==> src/rtl/mem_port_arbiter.sv <==
// Shares one cache-line memory port among NUM_REQ requesters; one grant per transaction, held until rvalid.
// Define ARB_FIXED_PRIO_EN for fixed lowest-index-wins priority; round-robin otherwise.
`ifndef ADDR_WIDTH
`define ADDR_WIDTH 32
`endif
`ifndef DATA_WIDTH_CACHE
`define DATA_WIDTH_CACHE 128
`endif

module mem_port_arbiter #(
    parameter int unsigned NUM_REQ = 2,
    parameter int unsigned ADDR_W  = `ADDR_WIDTH,
    parameter int unsigned DATA_W  = `DATA_WIDTH_CACHE
) (
    input  logic                      clk_i,
    input  logic                      rst_ni,
    input  logic [NUM_REQ-1:0]        req_cs_i,
    input  logic [NUM_REQ-1:0]        req_we_i,
    input  logic [NUM_REQ*ADDR_W-1:0] req_addr_i,
    input  logic [NUM_REQ*DATA_W-1:0] req_wdata_i,
    output logic [DATA_W-1:0]         req_rdata_o,
    output logic [NUM_REQ-1:0]        req_rvalid_o,
    output logic [NUM_REQ-1:0]        grant_o,
    output logic                      busy_o,
    output logic [ADDR_W-1:0]         mem_addr_o,
    output logic [DATA_W-1:0]         mem_wdata_o,
    output logic                      mem_we_o,
    output logic                      mem_cs_o,
    input  logic [DATA_W-1:0]         mem_rdata_i,
    input  logic                      mem_rvalid_i
);

    localparam int unsigned IDX_W = (NUM_REQ > 1) ? $clog2(NUM_REQ) : 1;

    typedef enum logic {IDLE, BUSY} state_t;

    state_t             state_q, state_d;
    logic [IDX_W-1:0]   owner_q, owner_d;
    logic [IDX_W-1:0]   last_q, last_d;
    logic [NUM_REQ-1:0] grant_q, grant_d;
    logic [ADDR_W-1:0]  addr_q, addr_d;
    logic [DATA_W-1:0]  wdata_q, wdata_d;
    logic               we_q, we_d;
    logic               cs_q, cs_d;
    logic               busy_q, busy_d;

    logic               win_found;
    logic [IDX_W-1:0]   win_idx;
    int unsigned        cand;

    // Winner selection: first requester at or after last_q+1 (wrapping), or lowest index in fixed mode.
    always_comb begin
        win_found = 1'b0;
        win_idx   = '0;
        cand      = 0;
        for (int unsigned i = 0; i < NUM_REQ; i++) begin
`ifdef ARB_FIXED_PRIO_EN
            cand = i;
`else
            cand = (32'(last_q) + i + 32'd1) % NUM_REQ;
`endif
            if (!win_found && req_cs_i[cand]) begin
                win_found = 1'b1;
                win_idx   = IDX_W'(cand);
            end
        end
    end

    // Next state, latched command and completion routing.
    always_comb begin
        state_d      = state_q;
        owner_d      = owner_q;
        last_d       = last_q;
        grant_d      = grant_q;
        addr_d       = addr_q;
        wdata_d      = wdata_q;
        we_d         = we_q;
        cs_d         = cs_q;
        busy_d       = busy_q;
        req_rvalid_o = '0;
        case (state_q)
            IDLE: begin
                if (win_found) begin
                    state_d = BUSY;
                    owner_d = win_idx;
                    grant_d = NUM_REQ'(1) << win_idx;
                    addr_d  = req_addr_i[32'(win_idx)*ADDR_W +: ADDR_W];
                    wdata_d = req_wdata_i[32'(win_idx)*DATA_W +: DATA_W];
                    we_d    = req_we_i[win_idx];
                    cs_d    = 1'b1;
                    busy_d  = 1'b1;
                end
            end
            BUSY: begin
                if (mem_rvalid_i) begin
                    // Completion is passed through in the same cycle; a reset in flight suppresses it.
                    req_rvalid_o = rst_ni ? grant_q : '0;
                    last_d       = owner_q;
                    state_d      = IDLE;
                    grant_d      = '0;
                    cs_d         = 1'b0;
                    busy_d       = 1'b0;
                end
            end
            default: state_d = IDLE;
        endcase
    end

    always_ff @(posedge clk_i) begin
        if (!rst_ni) begin
            state_q <= IDLE;
            owner_q <= '0;
            last_q  <= IDX_W'(NUM_REQ - 1);
            grant_q <= '0;
            addr_q  <= '0;
            wdata_q <= '0;
            we_q    <= 1'b0;
            cs_q    <= 1'b0;
            busy_q  <= 1'b0;
        end else begin
            state_q <= state_d;
            owner_q <= owner_d;
            last_q  <= last_d;
            grant_q <= grant_d;
            addr_q  <= addr_d;
            wdata_q <= wdata_d;
            we_q    <= we_d;
            cs_q    <= cs_d;
            busy_q  <= busy_d;
        end
    end

    assign grant_o     = grant_q;
    assign busy_o      = busy_q;
    assign mem_addr_o  = addr_q;
    assign mem_wdata_o = wdata_q;
    assign mem_we_o    = we_q;
    assign mem_cs_o    = cs_q;
    assign req_rdata_o = mem_rdata_i;

endmodule

==> config.mk <==
export PLATFORM = sky130hd
export DESIGN_NAME = mem_port_arbiter
export DESIGN_NICKNAME = d
export VERILOG_FILES = /design/src/rtl/mem_port_arbiter.sv
export SDC_FILE = /design/constraint.sdc
export NUM_CORES = 1
export LEC_CHECK = 0
export ABC_AREA = 1
export CORE_AREA = 2 2 294 296
export CTS_CLUSTER_SIZE = 8
export DETAILED_ROUTE_END_ITERATION = 8
export DIE_AREA = 0 0 296 298
export GPL_TIMING_DRIVEN = 0
export REMOVE_ABC_BUFFERS = 1
export SLEW_MARGIN = 10
export SYNTH_ARGS = -nofsm -noshare
export SYNTH_HDL_FRONTEND = slang
export SYNTH_SLANG_ARGS = --single-unit
==> constraint.sdc <==
create_clock -name clk_i -period 1.7 [get_ports clk_i]
set_clock_uncertainty 0.15 [all_clocks]
set_input_delay 0.425 -clock clk_i [delete_from_list [all_inputs] [get_ports clk_i]]
set_output_delay 0.425 -clock clk_i [all_outputs]
set_load 0.03 [all_outputs]
==> flow_results.org <==
** Status
- Outcome :: finished, violations left
- Failing checks :: setup timing

** Floorplan
- The floorplan step set the die width to 296 um.
- The floorplan step defined a core boundary enclosing 0.08488 mm2.
- The die covers 0.08821 mm2.
- between 700 and 800 I/O pins were placed.
- After floorplanning, the core was divided into roughly 110 placement rows.
- For this configuration, the core starts out at a cell density of 0.1065.
- The die is slightly below 300 um tall.

** Power
- Flop pwr share :: 0.323
- Power Density :: 812.4 mW/mm2
- Logic gate share of total power :: 0.369
- Int Pwr :: approximately 8600 uW
- In this run the power spent charging and discharging nets is roughly 5000 uW.
- Worst voltage drop across the vdd grid :: roughly 830 uV
- The share of total power dissipated in the clock network is 0.308.
- Overall power consumption after layout is estimated at 13600 uW.
- For this design the static power due to leakage is 0.007237 uW.
- Switch share :: 0.3707

** Critical path
- In this run the worst path has a maximum fanout of 8.
- For the worst setup path, the data required time is approximately 2000 ps.
- Data arrives at the worst endpoint at between 2000 and 2500 ps.
- Worst reg2reg startpoint :: state_q
- The worst setup path is captured at a register.
- Critical path class :: reg2reg
- Reg-to-reg endpoint :: mem_wdata_o[106]
- The worst setup path is launched from a register.
- Depth of the most critical reg-to-reg path :: 9
- Tracing the worst setup path back leads to its startpoint at state_q.
- Capture point of the critical path :: mem_wdata_o[106]
- In this run the register-to-register setup slack is -130 ps.

** Timing
- Final setup violation count :: about 140
- Timing-limited maximum frequency :: approximately 550 MHz
- After layout, the worst setup slack is -131.9 ps.
- Slew margin rel. :: 0.5341
- Hold Vio Cnt, Final :: 0
- Final min period :: 1832 ps
- Portion of the clock cycle consumed by the worst path in the final layout :: 1.078
- Max-slew violation count :: 0
- Worst-Margin Slew :: ~700 ps
- Unrepaired setup endpoints after global routing :: true

** Synth
- In this run the cell area of the synthesized design comes to between 0.009 and 0.01 mm2.
- Synthesis produced a netlist whose cell count is 1396.
- The share of the Yosys chip area taken by registers is 0.3698.
- Ys Warns :: 0
- Avg Inst Size Synth :: around 6.5 um2
- Flops & latches, synth :: roughly 170
- Count of unique library cells instantiated by Yosys :: 16

** Routing
- The routed layout has roughly 12000 vias.
- In the final routed layout, each cell accounts on average for approximately 29 um.
- The first routing iteration left about 900 violations.
- The routed design has roughly 85000 um of wire.
- After detailed routing, the number of vias per cell comes to just under 4.
- Number of detailed-route iterations in the first pass :: 5
- Remaining design rule violation count :: 0
- The count of nets left with antenna violations once routing finished came out at 0.

** Job
- The tool flagged a number of max-cap violations equal to 0.

** Placement
- At the end of routability-driven placement, the weighted congestion stood at roughly 0.75.
- Worst setup slack after placement :: -1917 ps
- The HPWL after detailed placement is just under 50000 um.
- During placement, the flow inserted port buffers numbering 493.

** Clock network
- Count of clock tree sinks :: between 150 and 200
- The tree is rooted in a clkbuf_16.
- H-tree levels :: 4
- Counting along the longest clock path gives a buffer depth of 2.
- For the worst-skew pair, the clock arrives at the later sink with an insertion delay of slightly above 500 ps.
- In this run, CTS created clock tree buffers numbering 17.
- Number of buffers inserted for hold repair after clock tree synthesis :: 0
- CTS clk-pin slew, worst paths :: around 70 ps
- TritonCTS built the clock tree.

** Min path
- The tightest min-delay check is of the in2reg type.

** Global route
- Across every metal layer, demand over resource in global routing totals 0.1708.
- Maximum number of pins on one net before global-route repair :: 85
- Wire length of the first global-routing pass :: approximately 99000 um
- Number of antenna violations at the first check in global routing :: 2
- Number of global-route vias before repair :: 10340
- After global routing the overflow that remains totals 0.

** Final layout
- The top cell types in the final layout, fill and taps aside, are nand2_1, clkdlybuf4s50_1, nand3_1.
- Area Overhead vs Synth :: 85.19%
- Fraction of layout instances using a drive strength above 1 :: 0.2604
- Antenna Diode Count :: 0
- Most frequent standard cell in the layout excluding fill and tap cells :: nand2_1
- Number of nets in the layout :: between 2000 and 2500
==> flip-flops by register name, summed over array words and instances, names as in the netlist <==
name	count
mem_we_o	1
owner_q	1
busy_o	1
last_q	1
state_q	1
mem_wdata_o	128
grant_o	2
mem_addr_o	32
==> logic make-up (layout without fill, tap and decap cells) <==
| logic type | count (synthesis) | after routing | share of synthesized area |
|---|---|---|---|
| buf+inv | 241 | 644 | 0.1705 |
| compound gates | 163 | 163 | 0.09023 |
| simple gates | 825 | 835 | 0.3695 |
| flops | 167 | 167 | 0.3698 |
==> how the worst min path moves through the flow <==
stage | slack, ps | depth (start not counted) | to | start
final | 240 | 2 | last_q | rst_ni
after global routing | 190 | 2 | last_q | rst_ni
after CTS | 170 | 2 | last_q | rst_ni
after detailed placement | 300 | 2 | mem_wdata_o[105] | mem_wdata_o[105]
after global placement | 300 | 2 | mem_wdata_o[69] | mem_wdata_o[69]
after floorplan | 290 | 2 | owner_q | owner_q
==> timing repair <==
item                       CTS  global route
resized for setup          968           172
cloned                      32            38
setup buffers               30            14
setup endpoints to repair  332           172
pin swaps                    9            13
==> critical path, cell delays in order, from the launching register on <==
cell,delay (ps)
dfxtp_4,370
buf_4,140
nor2_4,140
buf_4,130
buf_6,90
buf_12,130
buf_16,170
clkbuf_16,190
nand2_1,80
a21oi_1,120
==> layer usage <==
metal  vias to the layer above  share of wire  track usage
met5                         -          0.011      0.07705
met4                        18          0.024      0.04545
met3                       107           0.17       0.1498
met2                       967           0.39       0.2262
met1                      5453           0.41       0.1935
li1                       5157              -            -
==> stage by stage <==
step | hold WS, ps | instance area [um2] | TNS [ps] | util | cells
final | 236.3 | 16740 | -9466 | 0.1973 | 2953
after global routing | 191.7 | 16740 | -17470 | 0.1973 | 2953
after CTS | 168.3 | 15290 | -286.9 | 0.1802 | 2902
after detailed placement | 304.1 | 14170 | -285520 | 0.1669 | 2808
after global placement | 300.5 | 13890 | -2078220 | 0.1636 | 2798
after floorplan | 291.3 | 7522 | -438650 | - | 1161
==> power groups by stage <==
stage          clock network, uW  logic, uW  registers (uW)
2_1_floorplan                  0       1010            5070
3_3_place_gp                   0       3690            4460
3_5_place_dp                   0       3690            4470
4_1_cts                     4370       4280            4380
5_1_grt                     4480       5290            4430
6_report                    4190       5020            4400
==> synthesized netlist by cell type <==
library cell / n / area share
a21oi_1: 163 / 0.090
buf_1: 2 / 0.00083
buf_2: 56 / 0.031
buf_4: 145 / 0.12
buf_6: 3 / 0.0037
clkbuf_1: 29 / 0.012
dfxtp_1: 167 / 0.37
inv_1: 4 / 0.0017
inv_2: 2 / 0.00083
nand2_1: 647 / 0.27
nand2_2: 1 / 0.00069
nand2_4: 1 / 0.0012
nand3_1: 166 / 0.092
nand3b_1: 3 / 0.0025
nor2_1: 5 / 0.0021
nor2_4: 2 / 0.0025
==> layout make-up <==
cell class | instances | area (um2)
Clock buffer | 23 | 488.0
Clock inverter | 9 | 92.59
Fill cell | 9679 | 68140
Inverter | 6 | 56.30
Multi-Input combinational cell | 998 | 4791
Sequential cell | 167 | 3366
Tap cell | 1144 | 1431
Timing Repair Buffer | 592 | 6271
Timing Repair inverter | 14 | 247.7
(Power assumes the default switching activity.)
